### config.mk
export PLATFORM = sky130hd
export DESIGN_NAME = cva6_spi_master_controller
export DESIGN_NICKNAME = d
export VERILOG_FILES = /design/src/rtl/cva6_spi_master_pkg.sv /design/src/rtl/cva6_spi_master_controller.sv
export SDC_FILE = /design/constraint.sdc
export NUM_CORES = 1
export LEC_CHECK = 0
export ABC_AREA = 0
export BUFFER_PORTS_ARGS = -buffer_cell sky130_fd_sc_hd__buf_2
export CAP_MARGIN = 20
export CORE_ASPECT_RATIO = 0.5
export CORE_MARGIN = 5
export CORE_UTILIZATION = 43
export DETAILED_ROUTE_END_ITERATION = 8
export PLACE_DENSITY_LB_ADDON = 0.1
export SYNTH_ARGS = -nofsm -noshare
export SYNTH_HDL_FRONTEND = slang
export SYNTH_SLANG_ARGS = --single-unit
### constraint.sdc
create_clock -name HCLK -period 8.2 [get_ports HCLK]
set_input_delay 0 -clock HCLK [delete_from_list [all_inputs] [get_ports HCLK]]
set_output_delay 0 -clock HCLK [all_outputs]
set_load 0.005 [all_outputs]
### src/rtl/cva6_spi_master_pkg.sv
// Shared definitions for the SPI master transfer controller.
// Holds the state encoding, status bit positions and spi_mode encodings.
// Pure declarations; no logic.
package cva6_spi_master_pkg;

  // Enum values double as the one-hot status bit index of each state.
  typedef enum logic [2:0] {
    ST_IDLE    = 3'd0,
    ST_CMD     = 3'd1,
    ST_ADDR    = 3'd2,
    ST_DUMMY   = 3'd3,
    ST_DATA_TX = 3'd4,
    ST_DATA_RX = 3'd5,
    ST_DONE    = 3'd6
  } spi_state_e;

  localparam int unsigned STAT_IDLE    = 0;
  localparam int unsigned STAT_CMD     = 1;
  localparam int unsigned STAT_ADDR    = 2;
  localparam int unsigned STAT_DUMMY   = 3;
  localparam int unsigned STAT_DATA_TX = 4;
  localparam int unsigned STAT_DATA_RX = 5;
  localparam int unsigned STAT_DONE    = 6;

  localparam logic [1:0] MODE_STD     = 2'b00;
  localparam logic [1:0] MODE_QUAD_TX = 2'b01;
  localparam logic [1:0] MODE_QUAD_RX = 2'b10;

  // One-hot status word for a state; upper bits always zero.
  function automatic logic [31:0] status_word(input spi_state_e s);
    logic [31:0] w;
    w = '0;
    case (s)
      ST_IDLE:    w[STAT_IDLE]    = 1'b1;
      ST_CMD:     w[STAT_CMD]     = 1'b1;
      ST_ADDR:    w[STAT_ADDR]    = 1'b1;
      ST_DUMMY:   w[STAT_DUMMY]   = 1'b1;
      ST_DATA_TX: w[STAT_DATA_TX] = 1'b1;
      ST_DATA_RX: w[STAT_DATA_RX] = 1'b1;
      ST_DONE:    w[STAT_DONE]    = 1'b1;
      default:    w[STAT_IDLE]    = 1'b1;
    endcase
    return w;
  endfunction

endpackage

### src/rtl/cva6_spi_master_controller.sv
// SPI master transfer sequencer: CMD -> ADDR -> DUMMY -> DATA -> DONE, skipping empty phases.
// Latency: start strobe reaches the first non-empty phase on the next cycle; phases end one cycle after done/count-zero.
// Backpressure: none; phases wait on tx_done/rx_done/spi_clk_edge, spi_swrst aborts from any state.
module cva6_spi_master_controller
  import cva6_spi_master_pkg::*;
(
  input  logic        HCLK,
  input  logic        HRESETn,
  input  logic        spi_rd,
  input  logic        spi_wr,
  input  logic        spi_qrd,
  input  logic        spi_qwr,
  input  logic        spi_swrst,
  input  logic [3:0]  spi_csreg,
  input  logic [5:0]  spi_cmd_len,
  input  logic [5:0]  spi_addr_len,
  input  logic [15:0] spi_data_len,
  input  logic [15:0] spi_dummy_rd,
  input  logic [15:0] spi_dummy_wr,
  input  logic [31:0] spi_cmd,
  input  logic [31:0] spi_addr,
  output logic [31:0] spi_status,
  output logic        spi_clk_en,
  input  logic        spi_clk_edge,
  output logic [3:0]  spi_csn,
  output logic [1:0]  spi_mode,
  output logic        tx_start,
  output logic [15:0] tx_len,
  output logic [31:0] tx_data,
  output logic        tx_src_fifo,
  input  logic        tx_done,
  output logic        rx_start,
  output logic [15:0] rx_len,
  input  logic        rx_done,
  output logic        eot
);

  spi_state_e  state, state_next;
  spi_state_e  after_dummy, after_addr, after_cmd, first_phase, data_state;
  logic        is_read_q, is_quad_q;
  logic [3:0]  csreg_q;
  logic [15:0] dummy_cnt;
  logic        start_any, start_read, start_quad, path_read, active;
  logic [15:0] dummy_len;

  assign start_any = spi_rd | spi_wr | spi_qrd | spi_qwr;

  // Fixed-priority decode of simultaneous start strobes: rd > wr > qrd > qwr.
  always_comb begin
    start_read = 1'b0;
    start_quad = 1'b0;
    if (spi_rd) begin
      start_read = 1'b1;
    end else if (spi_wr) begin
      start_read = 1'b0;
    end else if (spi_qrd) begin
      start_read = 1'b1;
      start_quad = 1'b1;
    end else if (spi_qwr) begin
      start_quad = 1'b1;
    end
  end

  // In IDLE the transfer type is not latched yet, so use the strobe decode directly.
  assign path_read  = (state == ST_IDLE) ? start_read : is_read_q;
  assign dummy_len  = path_read ? spi_dummy_rd : spi_dummy_wr;
  assign data_state = path_read ? ST_DATA_RX : ST_DATA_TX;

  // Skip chain: each phase's successor falls through every zero-length phase.
  assign after_dummy = (spi_data_len != 16'd0) ? data_state : ST_DONE;
  assign after_addr  = (dummy_len != 16'd0)    ? ST_DUMMY   : after_dummy;
  assign after_cmd   = (spi_addr_len != 6'd0)  ? ST_ADDR    : after_addr;
  assign first_phase = (spi_cmd_len != 6'd0)   ? ST_CMD     : after_cmd;

  // Next-state selection; soft reset overrides starts and done pulses.
  always_comb begin
    state_next = state;
    if (spi_swrst) begin
      state_next = ST_IDLE;
    end else begin
      case (state)
        ST_IDLE:    if (start_any) state_next = first_phase;
        ST_CMD:     if (tx_done) state_next = after_cmd;
        ST_ADDR:    if (tx_done) state_next = after_addr;
        ST_DUMMY:   if (dummy_cnt == 16'd0) state_next = after_dummy;
        ST_DATA_TX: if (tx_done) state_next = ST_DONE;
        ST_DATA_RX: if (rx_done) state_next = ST_DONE;
        ST_DONE:    state_next = ST_IDLE;
        default:    state_next = ST_IDLE;
      endcase
    end
  end

  // State register.
  always_ff @(posedge HCLK or negedge HRESETn) begin
    if (!HRESETn) state <= ST_IDLE;
    else          state <= state_next;
  end

  // Capture transfer type and chip-select mask when a start is accepted.
  always_ff @(posedge HCLK or negedge HRESETn) begin
    if (!HRESETn) begin
      is_read_q <= 1'b0;
      is_quad_q <= 1'b0;
      csreg_q   <= 4'h0;
    end else if ((state == ST_IDLE) && start_any && !spi_swrst) begin
      is_read_q <= start_read;
      is_quad_q <= start_quad;
      csreg_q   <= spi_csreg;
    end
  end

  // Dummy down-counter: load on DUMMY entry, count SCK edges while in DUMMY.
  always_ff @(posedge HCLK or negedge HRESETn) begin
    if (!HRESETn) begin
      dummy_cnt <= 16'd0;
    end else if (spi_swrst) begin
      dummy_cnt <= 16'd0;
    end else if ((state_next == ST_DUMMY) && (state != ST_DUMMY)) begin
      dummy_cnt <= dummy_len;
    end else if ((state == ST_DUMMY) && spi_clk_edge && (dummy_cnt != 16'd0)) begin
      dummy_cnt <= dummy_cnt - 16'd1;
    end
  end

  // Registered start pulses, high in the first cycle of each shifting phase.
  always_ff @(posedge HCLK or negedge HRESETn) begin
    if (!HRESETn) begin
      tx_start <= 1'b0;
      rx_start <= 1'b0;
    end else begin
      tx_start <= (state_next != state) &&
                  ((state_next == ST_CMD) || (state_next == ST_ADDR) || (state_next == ST_DATA_TX));
      rx_start <= (state_next != state) && (state_next == ST_DATA_RX);
    end
  end

  assign active = (state == ST_CMD) || (state == ST_ADDR) || (state == ST_DUMMY) ||
                  (state == ST_DATA_TX) || (state == ST_DATA_RX);

  // Shifter setup decoded from the current phase.
  always_comb begin
    tx_data     = 32'd0;
    tx_len      = 16'd0;
    tx_src_fifo = 1'b0;
    rx_len      = 16'd0;
    case (state)
      ST_CMD: begin
        tx_data = spi_cmd;
        tx_len  = {10'd0, spi_cmd_len};
      end
      ST_ADDR: begin
        tx_data = spi_addr;
        tx_len  = {10'd0, spi_addr_len};
      end
      ST_DATA_TX: begin
        tx_len      = spi_data_len;
        tx_src_fifo = 1'b1;
      end
      ST_DATA_RX: rx_len = spi_data_len;
      default: ;
    endcase
  end

  assign spi_clk_en = active;
  assign spi_csn    = active ? ~csreg_q : 4'hF;
  assign spi_mode   = (active && is_quad_q) ? (is_read_q ? MODE_QUAD_RX : MODE_QUAD_TX) : MODE_STD;
  // An abort arriving in DONE suppresses the end-of-transfer pulse.
  assign eot        = (state == ST_DONE) && !spi_swrst;
  assign spi_status = status_word(state);

endmodule

# Word-level counts from Yosys, hierarchy flattened
# Index checks and enable logic that the tools add are counted.
# totals
register_bits	27
inputBits	138
output_inout_bits	107
elab_cells	88
# classes
addsub	1
eq_ne	13
mux	38
bitwise_logic	4
n_reduce_logical	25
# op_table
op	count
2-to-1 mux 16 bit	5
case mux 32 bit (2 select lines)	1
case mux 16 bit (3 select lines)	1
nonzero test 16 bit	3
2-to-1 mux 3 bit	10
case mux 3 bit (6 select lines)	1
zero test 16 bit	1
2-to-1 mux 1 bit	16
subtractor 16 x 1 -> 16 bit, second input constant	1
equality test 3 bit, second input constant	5
equality test 3 x 2 -> 1 bit, second input constant	4
nonzero test 6 bit	2
logical AND 1 bit	9
equality test 3 x 1 -> 1 bit, second input constant	2
logical OR 1 bit	6
2-to-1 mux 2 bit	3
OR reduction 6 bit	1
2-to-1 mux 4 bit	1
NOT 4 bit	1
zero test 3 bit	1
!= test 3 x 2 -> 1 bit, second input constant	1
!= test 3 bit	1
bitwise OR 1 bit	3
nonzero test 3 bit	1
zero test 1 bit	1

# Logic depth before layout (Yosys ltp)
# Gate-level depths: netlist of run 1.
# logic_depth
depth_word	16
ltp_mapped	10
depth_no_buf	9

# Worst setup path before layout of run 1
# No wires, ideal clock.
# synth_timing
path_type	reg-to-reg
from	register state[0]
to	register dummy_cnt[8]
setup_time_ns	0.127
t_arrival_ns	2.543
setup_slack_ns	5.530
path_stages_with_launch	9
period_less_slack_ns	2.670
cell_sequence	dfrtp_1 -> or3_4 -> or3_4 -> nor4bb_4 -> a2111oi_4 -> o21ba_2 -> and3_1 -> buf_4 -> mux2_1
# synth_via
elab_chain_cells	14
# synth_rtl
element	line_no	source
from (decl)	cva6_spi_master_controller.sv:38	spi_state_e state, state_next;
from (signal assigned)	cva6_spi_master_controller.sv:97	else state <= state_next;
zero test 3 bit	cva6_spi_master_controller.sv:65, cva6_spi_master_controller.sv:81	
2-to-1 mux 1 bit	cva6_spi_master_controller.sv:65	assign path_read = (state == ST_IDLE) ? start_read : is_read_q;
2-to-1 mux 16 bit or 2-to-1 mux 1 bit (tied branches)	cva6_spi_master_controller.sv:66, cva6_spi_master_controller.sv:67	
nonzero test 16 bit or 2-to-1 mux 2 bit (tied branches)	cva6_spi_master_controller.sv:71, cva6_spi_master_controller.sv:70	
2-to-1 mux 3 bit	cva6_spi_master_controller.sv:71	assign after_addr = (dummy_len != 16'd0) ? ST_DUMMY : after_dummy;
2-to-1 mux 3 bit	cva6_spi_master_controller.sv:72	assign after_cmd = (spi_addr_len != 6'd0) ? ST_ADDR : after_addr;
2-to-1 mux 3 bit	cva6_spi_master_controller.sv:73	assign first_phase = (spi_cmd_len != 6'd0) ? ST_CMD : after_cmd;
2-to-1 mux 3 bit	cva6_spi_master_controller.sv:82	ST_IDLE: if (start_any) state_next = first_phase;
case mux 3 bit (6 select lines)	cva6_spi_master_controller.sv:81	case (state)
2-to-1 mux 3 bit	cva6_spi_master_controller.sv:78	if (spi_swrst) begin
equality test 3 x 2 -> 1 bit	cva6_spi_master_controller.sv:119	end else if ((state_next == ST_DUMMY) && (state != ST_DUMMY)) begin
logical AND 1 bit	cva6_spi_master_controller.sv:119	
2-to-1 mux 16 bit	cva6_spi_master_controller.sv:119	
2-to-1 mux 16 bit	cva6_spi_master_controller.sv:117	end else if (spi_swrst) begin
to (signal assigned)	cva6_spi_master_controller.sv:120	dummy_cnt <= dummy_len;
to (signal assigned)	cva6_spi_master_controller.sv:122	dummy_cnt <= dummy_cnt - 16'd1;
to (decl)	cva6_spi_master_controller.sv:42	logic [15:0] dummy_cnt;
# Several ways; a longest one is shown, not always the timed one.
# A chain may end at the register's enable or synchronous reset.

# Final worst setup path of run 1
# layout_timing
from	register state[1]
to	register dummy_cnt[8]
# Same word-level chain as after synthesis.

==> results.sh, run 1 <==
export IMPL_outcome="finished clean"
export IMPL_grt_pass1_vias=3468
export IMPL_post_cts_buffers=0
export IMPL_gr_total_overflow=0
export IMPL_path_max_fanout=22
export IMPL_grt_max_degree=41
export IMPL_ys_warn_count=0
export IMPL_hold_path_class="in -> reg"
export IMPL_clock_latency_ns=0.27
export IMPL_startpoint_type="register"
export IMPL_layout_common_cells="buf_2, a22o_1, nand2_1, dfrtp_1, conb_1"
export IMPL_maxCapViolCount=0
export IMPL_area_growth_pct=38.9
export IMPL_coreArea_um2=6750
export IMPL_rrSetupSlack_ns=4.46
export IMPL_timing_rr_end="dummy_cnt[8]$_DFFE_PN0P_"
export IMPL_rows=21
export IMPL_leakagePower_nw=2.26
export IMPL_postCtsResizedCells=0
export IMPL_finish_instance_area_um2=4180
export IMPL_viasPerCell=5.41
export IMPL_hold_violations=0
export IMPL_rsz0062_at_grt="false"
export IMPL_worstSetupPathType="reg -> reg"
export IMPL_final_common_cell="buf_2"
export IMPL_tightest_slew_ns=0.869
export IMPL_die_area_um2=8870
export IMPL_p_per_area_nw_per_um2=280
export IMPL_routedWlPerCell_um=17.3
export IMPL_slew_headroom=0.416
export IMPL_clockBufferDepth=2
export IMPL_ff_latch_area_um2=676
export IMPL_drtAntennaViolNets=0
export IMPL_portBuffers=219
export IMPL_vias=3589
export IMPL_wirelength_mm=11.5
export IMPL_synth_area_leaders="dfrtp_1, a22o_1, buf_4"
export IMPL_yosysSeqAreaShare=0.225
export IMPL_syn_cell_area_um2=3010
export IMPL_cts_clk_slew_worst_paths_ns=0.07
export IMPL_ys_flop_type="dfrtp_1"
export IMPL_yosys_area_top_type="dfrtp_1"
export IMPL_fillers=637
export IMPL_fin_crit_ns=3.74
export IMPL_final_nets=712
export IMPL_grt_pass1_wl_mm=17.8
export IMPL_start_util=0.445
export IMPL_synth_top_area_share=0.225
export IMPL_clock_skew_final_ns=0.00231
export IMPL_synth_edf_count=0
export IMPL_die_w_um=128
export IMPL_finalWeightedCongestion=0.881
export IMPL_cp_arrival_ns=3.89
export IMPL_ctsHoldBuffers=5
export IMPL_firstDrtPassIters=4
export IMPL_max_freq_ghz=0.268
export IMPL_root_buffer="clkbuf_16"
export IMPL_slew_viol_final=0
export IMPL_post_dp_hpwl_mm=9.39
export IMPL_r2r_cells=7
export IMPL_worstHoldStart="spi_dummy_rd[1]"
export IMPL_tns_ns=0
export IMPL_cts_tree="yes"
export IMPL_crit_path_end_kind="register"
export IMPL_drc=0
export IMPL_ys_seq_elements=27
export IMPL_setup_violations=0
export IMPL_placed_area_um2=4050
export IMPL_syn_avg_cell_area_um2=8.22
export IMPL_multi_input_comb_area_um2=2110
export IMPL_holdPathStages=3
export IMPL_antenna_cells=0
export IMPL_drive_gt1_frac=0.444
export IMPL_pin_count=245
export IMPL_grt_usage=0.242
export IMPL_cts_made_buffers=3
export IMPL_worstPathRequired_ns=8.35
export IMPL_regToRegStartpoint="state[1]$_DFF_PN0_"
export IMPL_synth_distinct_cells=55
export IMPL_h_tree_depth=1
export IMPL_drt_initial_drc_count=177
export IMPL_antenna_found_initial=0
export IMPL_async_flop_share=1.00
export IMPL_chipHeight_um=69.1
export IMPL_synthCells=366
export IMPL_ir_drop_uv=149
export IMPL_power_w=0.00117
export IMPL_post_route_period_util=0.456
export IMPL_cts_sinks=27
export IMPL_min_to="dummy_cnt[1]$_DFFE_PN0P_"
-- critical path, cell delays in order (launching register included) --
cell,delay [ns]
dfrtp_1,0.61
or3_4,0.52
or3_4,0.40
nor4bb_4,0.18
o21a_1,0.20
nor2_1,0.60
and3_1,0.70
mux2_1,0.39
-- power by group --
part / switching [W] / leakage, nW / total (W) / internal [W]
registers: 0.0000662 / 0.353 / 0.000253 / 0.000187
clock network: 0.0000497 / 0.0371 / 0.000116 / 0.0000665
logic: 0.000436 / 1.87 / 0.000799 / 0.000364
-- logic make-up after synthesis --
| logic type | Yosys count | share of synthesized area |
|---|---|---|
| flip-flops | 27 | 0.225 |
| multiplexers | 27 | 0.0973 |
| adder cells (fa/ha/maj) | 1 | 0.00416 |
| buffers and inverters | 56 | 0.107 |
| AO/OA/AOI/OAI | 90 | 0.241 |
| other | 1 | 0.00125 |
| AND/OR/NAND/NOR | 148 | 0.278 |
| XOR/XNOR | 16 | 0.0466 |
-- synth_stat cells (3+ instances only) --
cell type,count
a21oi_1,5
a22o_1,32
a22oi_1,6
a31oi_1,4
and2_1,12
and3_1,23
buf_4,27
clkbuf_1,19
dfrtp_1,27
inv_1,6
mux2_2,17
mux2i_1,9
nand2_1,27
nand2b_1,3
nand3_1,3
nand4_1,14
nor2_1,20
nor2b_1,3
nor3_1,8
nor4_1,19
o21a_1,4
o21ai_0,10
o31ai_1,12
or3_1,4
or4_1,3
xnor2_1,7
xor2_1,9
-- layer usage --
layer | vias up | track usage | wire length [um]
met3 | 11 | 0.0424 | 923
met4 | 0 | 0.0447 | 127
li1 | 1759 | - | -
met2 | 150 | 0.424 | 5700
met1 | 1669 | 0.313 | 4770
met5 | - | 0 | 0
-- final cells by class --
type / instances / share of cell area
multi-input cells: 307 / 0.505
repair buffers: 227 / 0.280
well taps: 92 / 0.0275
inverters: 7 / 0.00629
clock buffers: 3 / 0.0180
flip-flops and latches: 27 / 0.162
clock inverters: 1 / 0.00180
-- how the worst max path moves through the flow --
stage	startpoint	endpoint	slack, ns	depth (start not counted)
after CTS	state[1]$_DFF_PN0_	dummy_cnt[8]$_DFFE_PN0P_	4.45	7
after global routing	state[1]$_DFF_PN0_	dummy_cnt[8]$_DFFE_PN0P_	4.21	7
after detailed placement	state[1]$_DFF_PN0_	dummy_cnt[8]$_DFFE_PN0P_	4.47	7
final	state[1]$_DFF_PN0_	dummy_cnt[8]$_DFFE_PN0P_	4.46	7
after global placement	state[1]$_DFF_PN0_	dummy_cnt[8]$_DFFE_PN0P_	4.58	7
after floorplan	state[0]$_DFF_PN0_	dummy_cnt[8]$_DFFE_PN0P_	5.53	8
-- sequential cells by signal, summed over array words and instances (netlist names) --
| name | flops |
|---|---|
| state | 3 |
| dummy_cnt | 16 |
| is_read_q | 1 |
| csreg_q | 4 |
| is_quad_q | 1 |
| rx_start | 1 |
| tx_start | 1 |
-- through the flow --
stage	cells	util	hold slack [ns]	worst slack (ns)
after floorplan	390	-	-0.296	5.53
after global placement	655	0.599	0.0431	4.58
after detailed placement	655	0.599	0.0566	4.47
after CTS	664	0.619	0.0434	4.45
after global routing	664	0.619	0.0826	4.21
final	664	0.619	0.0378	4.46
Note: power is estimated with default switching activity, not from simulation.
==> run 2, diff against run 1 <==
--- a/config.mk
+++ b/config.mk
@@ -10,7 +10,7 @@
 export CAP_MARGIN = 20
 export CORE_ASPECT_RATIO = 0.5
 export CORE_MARGIN = 5
-export CORE_UTILIZATION = 43
+export CORE_UTILIZATION = 36
 export DETAILED_ROUTE_END_ITERATION = 8
 export PLACE_DENSITY_LB_ADDON = 0.1
 export SYNTH_ARGS = -nofsm -noshare
==> constraint.sdc (replaced) <==
create_clock -name HCLK -period 3.4 [get_ports HCLK]
set_input_delay 0 -clock HCLK [delete_from_list [all_inputs] [get_ports HCLK]]
set_output_delay 0 -clock HCLK [all_outputs]
set_load 0.005 [all_outputs]
==> run 2 against run 1 <==
  * First-iteration DRC count increased by 11%
  * Combinational power increased to 2.6 times the previous value
  * Sequential power is 120% higher
  * Clock power up 140%
  * Critical endpoint is now dummy_cnt[7]$_DFFE_PN0P_
==> results.sh, run 2 (synthesized netlist as in run 1, its figures left out) <==
export IMPL_root_buffer="clkbuf_16"
export IMPL_cts_tree="yes"
export IMPL_top_register="dummy_cnt"
export IMPL_grt_pass1_vias=3376
export IMPL_rows=23
export IMPL_antenna_cells=0
export IMPL_grt_pass1_wl_mm=17.8
export IMPL_die_area_um2=10400
export IMPL_clock_skew_final_ns=0.00470
export IMPL_cts_made_buffers=3
export IMPL_timing_rr_end="dummy_cnt[7]$_DFFE_PN0P_"
export IMPL_ir_drop_uv=267
export IMPL_die_w_um=139
export IMPL_setup_violations=0
export IMPL_cts_sinks=27
export IMPL_worstPathRequired_ns=3.54
export IMPL_path_cells="or3_4, or3_4, nor4bb_4, o21a_1, nor2_1, and3_1, buf_4, o31ai_1"
export IMPL_routed_top_layer="met4"
export IMPL_final_common_cell="buf_2"
export IMPL_chipHeight_um=74.6
export IMPL_slew_headroom=0.383
export IMPL_max_freq_ghz=0.329
export IMPL_crit_path_frequent_cell="or3_4"
export IMPL_area_growth_pct=41.3
export IMPL_path_max_fanout=13
export IMPL_critPathTopFamily="simple AND/OR/NAND/NOR gates"
export IMPL_grt_usage=0.209
export IMPL_viasPerCell=5.14
export IMPL_startpoint="state[1]$_DFF_PN0_"
export IMPL_start_util=0.373
export IMPL_cts_clk_slew_worst_paths_ns=0.07
export IMPL_slowest_stage="nor2_1"
export IMPL_crit_path_end_kind="register"
export IMPL_layout_common_cells="buf_2, a22o_1, nand2_1, dfrtp_1, conb_1"
export IMPL_pin_count=245
export IMPL_crit_end="dummy_cnt[7]$_DFFE_PN0P_"
export IMPL_wirelength_mm=11.7
export IMPL_gr_total_overflow=0
export IMPL_h_tree_depth=1
export IMPL_fin_crit_ns=3.04
export IMPL_startpoint_type="register"
export IMPL_drt_initial_drc_count=197
export IMPL_dr_wl_met3_um=723
export IMPL_largest_reg_flops=16
export IMPL_clockBufferDepth=2
export IMPL_maxCapViolCount=0
export IMPL_coreArea_um2=8060
export IMPL_leakagePower_nw=2.30
export IMPL_slew_viol_final=0
export IMPL_rrSetupSlack_ns=0.36
export IMPL_regToRegStartpoint="state[1]$_DFF_PN0_"
export IMPL_crit_buf_inv=1
export IMPL_placed_area_um2=4120
export IMPL_outcome="finished clean"
export IMPL_postCtsResizedCells=0
export IMPL_clock_latency_ns=0.26
export IMPL_finalWeightedCongestion=0.875
export IMPL_tns_ns=0
export IMPL_wl_met1_mm=5.11
export IMPL_p_per_area_nw_per_um2=676
export IMPL_drive_gt1_frac=0.450
export IMPL_grt_max_degree=41
export IMPL_tightest_slew_ns=0.918
export IMPL_routedWlPerCell_um=17.0
export IMPL_cp_slowest_stage_delay_ns=0.58
export IMPL_post_cts_buffers=0
export IMPL_r2r_cells=8
export IMPL_rsz0062_at_grt="false"
export IMPL_hold_violations=0
export IMPL_worstSetupPathType="reg -> reg"
export IMPL_vias=3548
export IMPL_ctsHoldBuffers=5
export IMPL_reg_top3="dummy_cnt: 16 flops, csreg_q: 4 flops, state: 3 flops"
export IMPL_cp_arrival_ns=3.17
export IMPL_final_nets=718
export IMPL_firstDrtPassIters=4
export IMPL_hold_path_class="in -> reg"
export IMPL_dr_wl_met2_mm=5.82
export IMPL_post_route_period_util=0.893
export IMPL_finish_instance_area_um2=4250
export IMPL_antenna_found_initial=0
export IMPL_power_w=0.00287
export IMPL_portBuffers=219
export IMPL_drc=0
export IMPL_cp_depth=8
export IMPL_post_dp_hpwl_mm=9.59
export IMPL_drtAntennaViolNets=0
-- run 2: worst min path at each step --
| stage | from | end | slack, ns | cells past startpoint |
|---|---|---|---|---|
| floorplan | HRESETn | csreg_q[0]$_DFFE_PN0P_ | -0.30 | 0 |
| global placement | HRESETn | dummy_cnt[10]$_DFFE_PN0P_ | 0.05 | 1 |
| detailed placement | HRESETn | dummy_cnt[10]$_DFFE_PN0P_ | 0.05 | 1 |
| CTS | spi_rd | is_read_q$_DFFE_PN0P_ | 0.07 | 3 |
| global route | spi_rd | is_read_q$_DFFE_PN0P_ | 0.1 | 3 |
| finish | spi_rd | is_read_q$_DFFE_PN0P_ | 0.06 | 3 |
-- run 2: power breakdown --
part	switching (W)	internal, W	total [W]
registers	0.000104	0.000452	0.000556
logic	0.00112	0.000919	0.00204
clock network	0.000113	0.000160	0.000273
-- run 2: layout make-up --
type	count	area, um^2
fillers	817	3810
clock buffers	3	75.1
repair buffers	233	1210
well taps	112	140
inverters	7	26.3
flip-flops and latches	27	676
multi-input cells	307	2110
clock inverters	1	7.51
-- run 2: metal layers --
metal,track usage,vias up
li1,-,1772
met1,0.272,1648
met2,0.381,122
met3,0.0374,6
met4,0.0282,0
met5,0,-
-- run 2: worst reg2reg max path, cell delays in order (launching register included) --
cell and delay (ns):
dfrtp_1 0.38, or3_4 0.41, or3_4 0.40, nor4bb_4 0.18, o21a_1 0.21, nor2_1 0.58
and3_1 0.41, buf_4 0.25, o31ai_1 0.09
-- run 2: stage by stage --
stage	cells	hold WS (ns)	utilization	setup slack [ns]
after floorplan	390	-0.296	-	0.730
after global placement	681	0.0527	0.511	0.400
after detailed placement	681	0.0534	0.511	0.356
after CTS	690	0.0655	0.527	0.334
after global routing	690	0.0981	0.527	0.0861
final	690	0.0565	0.527	0.362
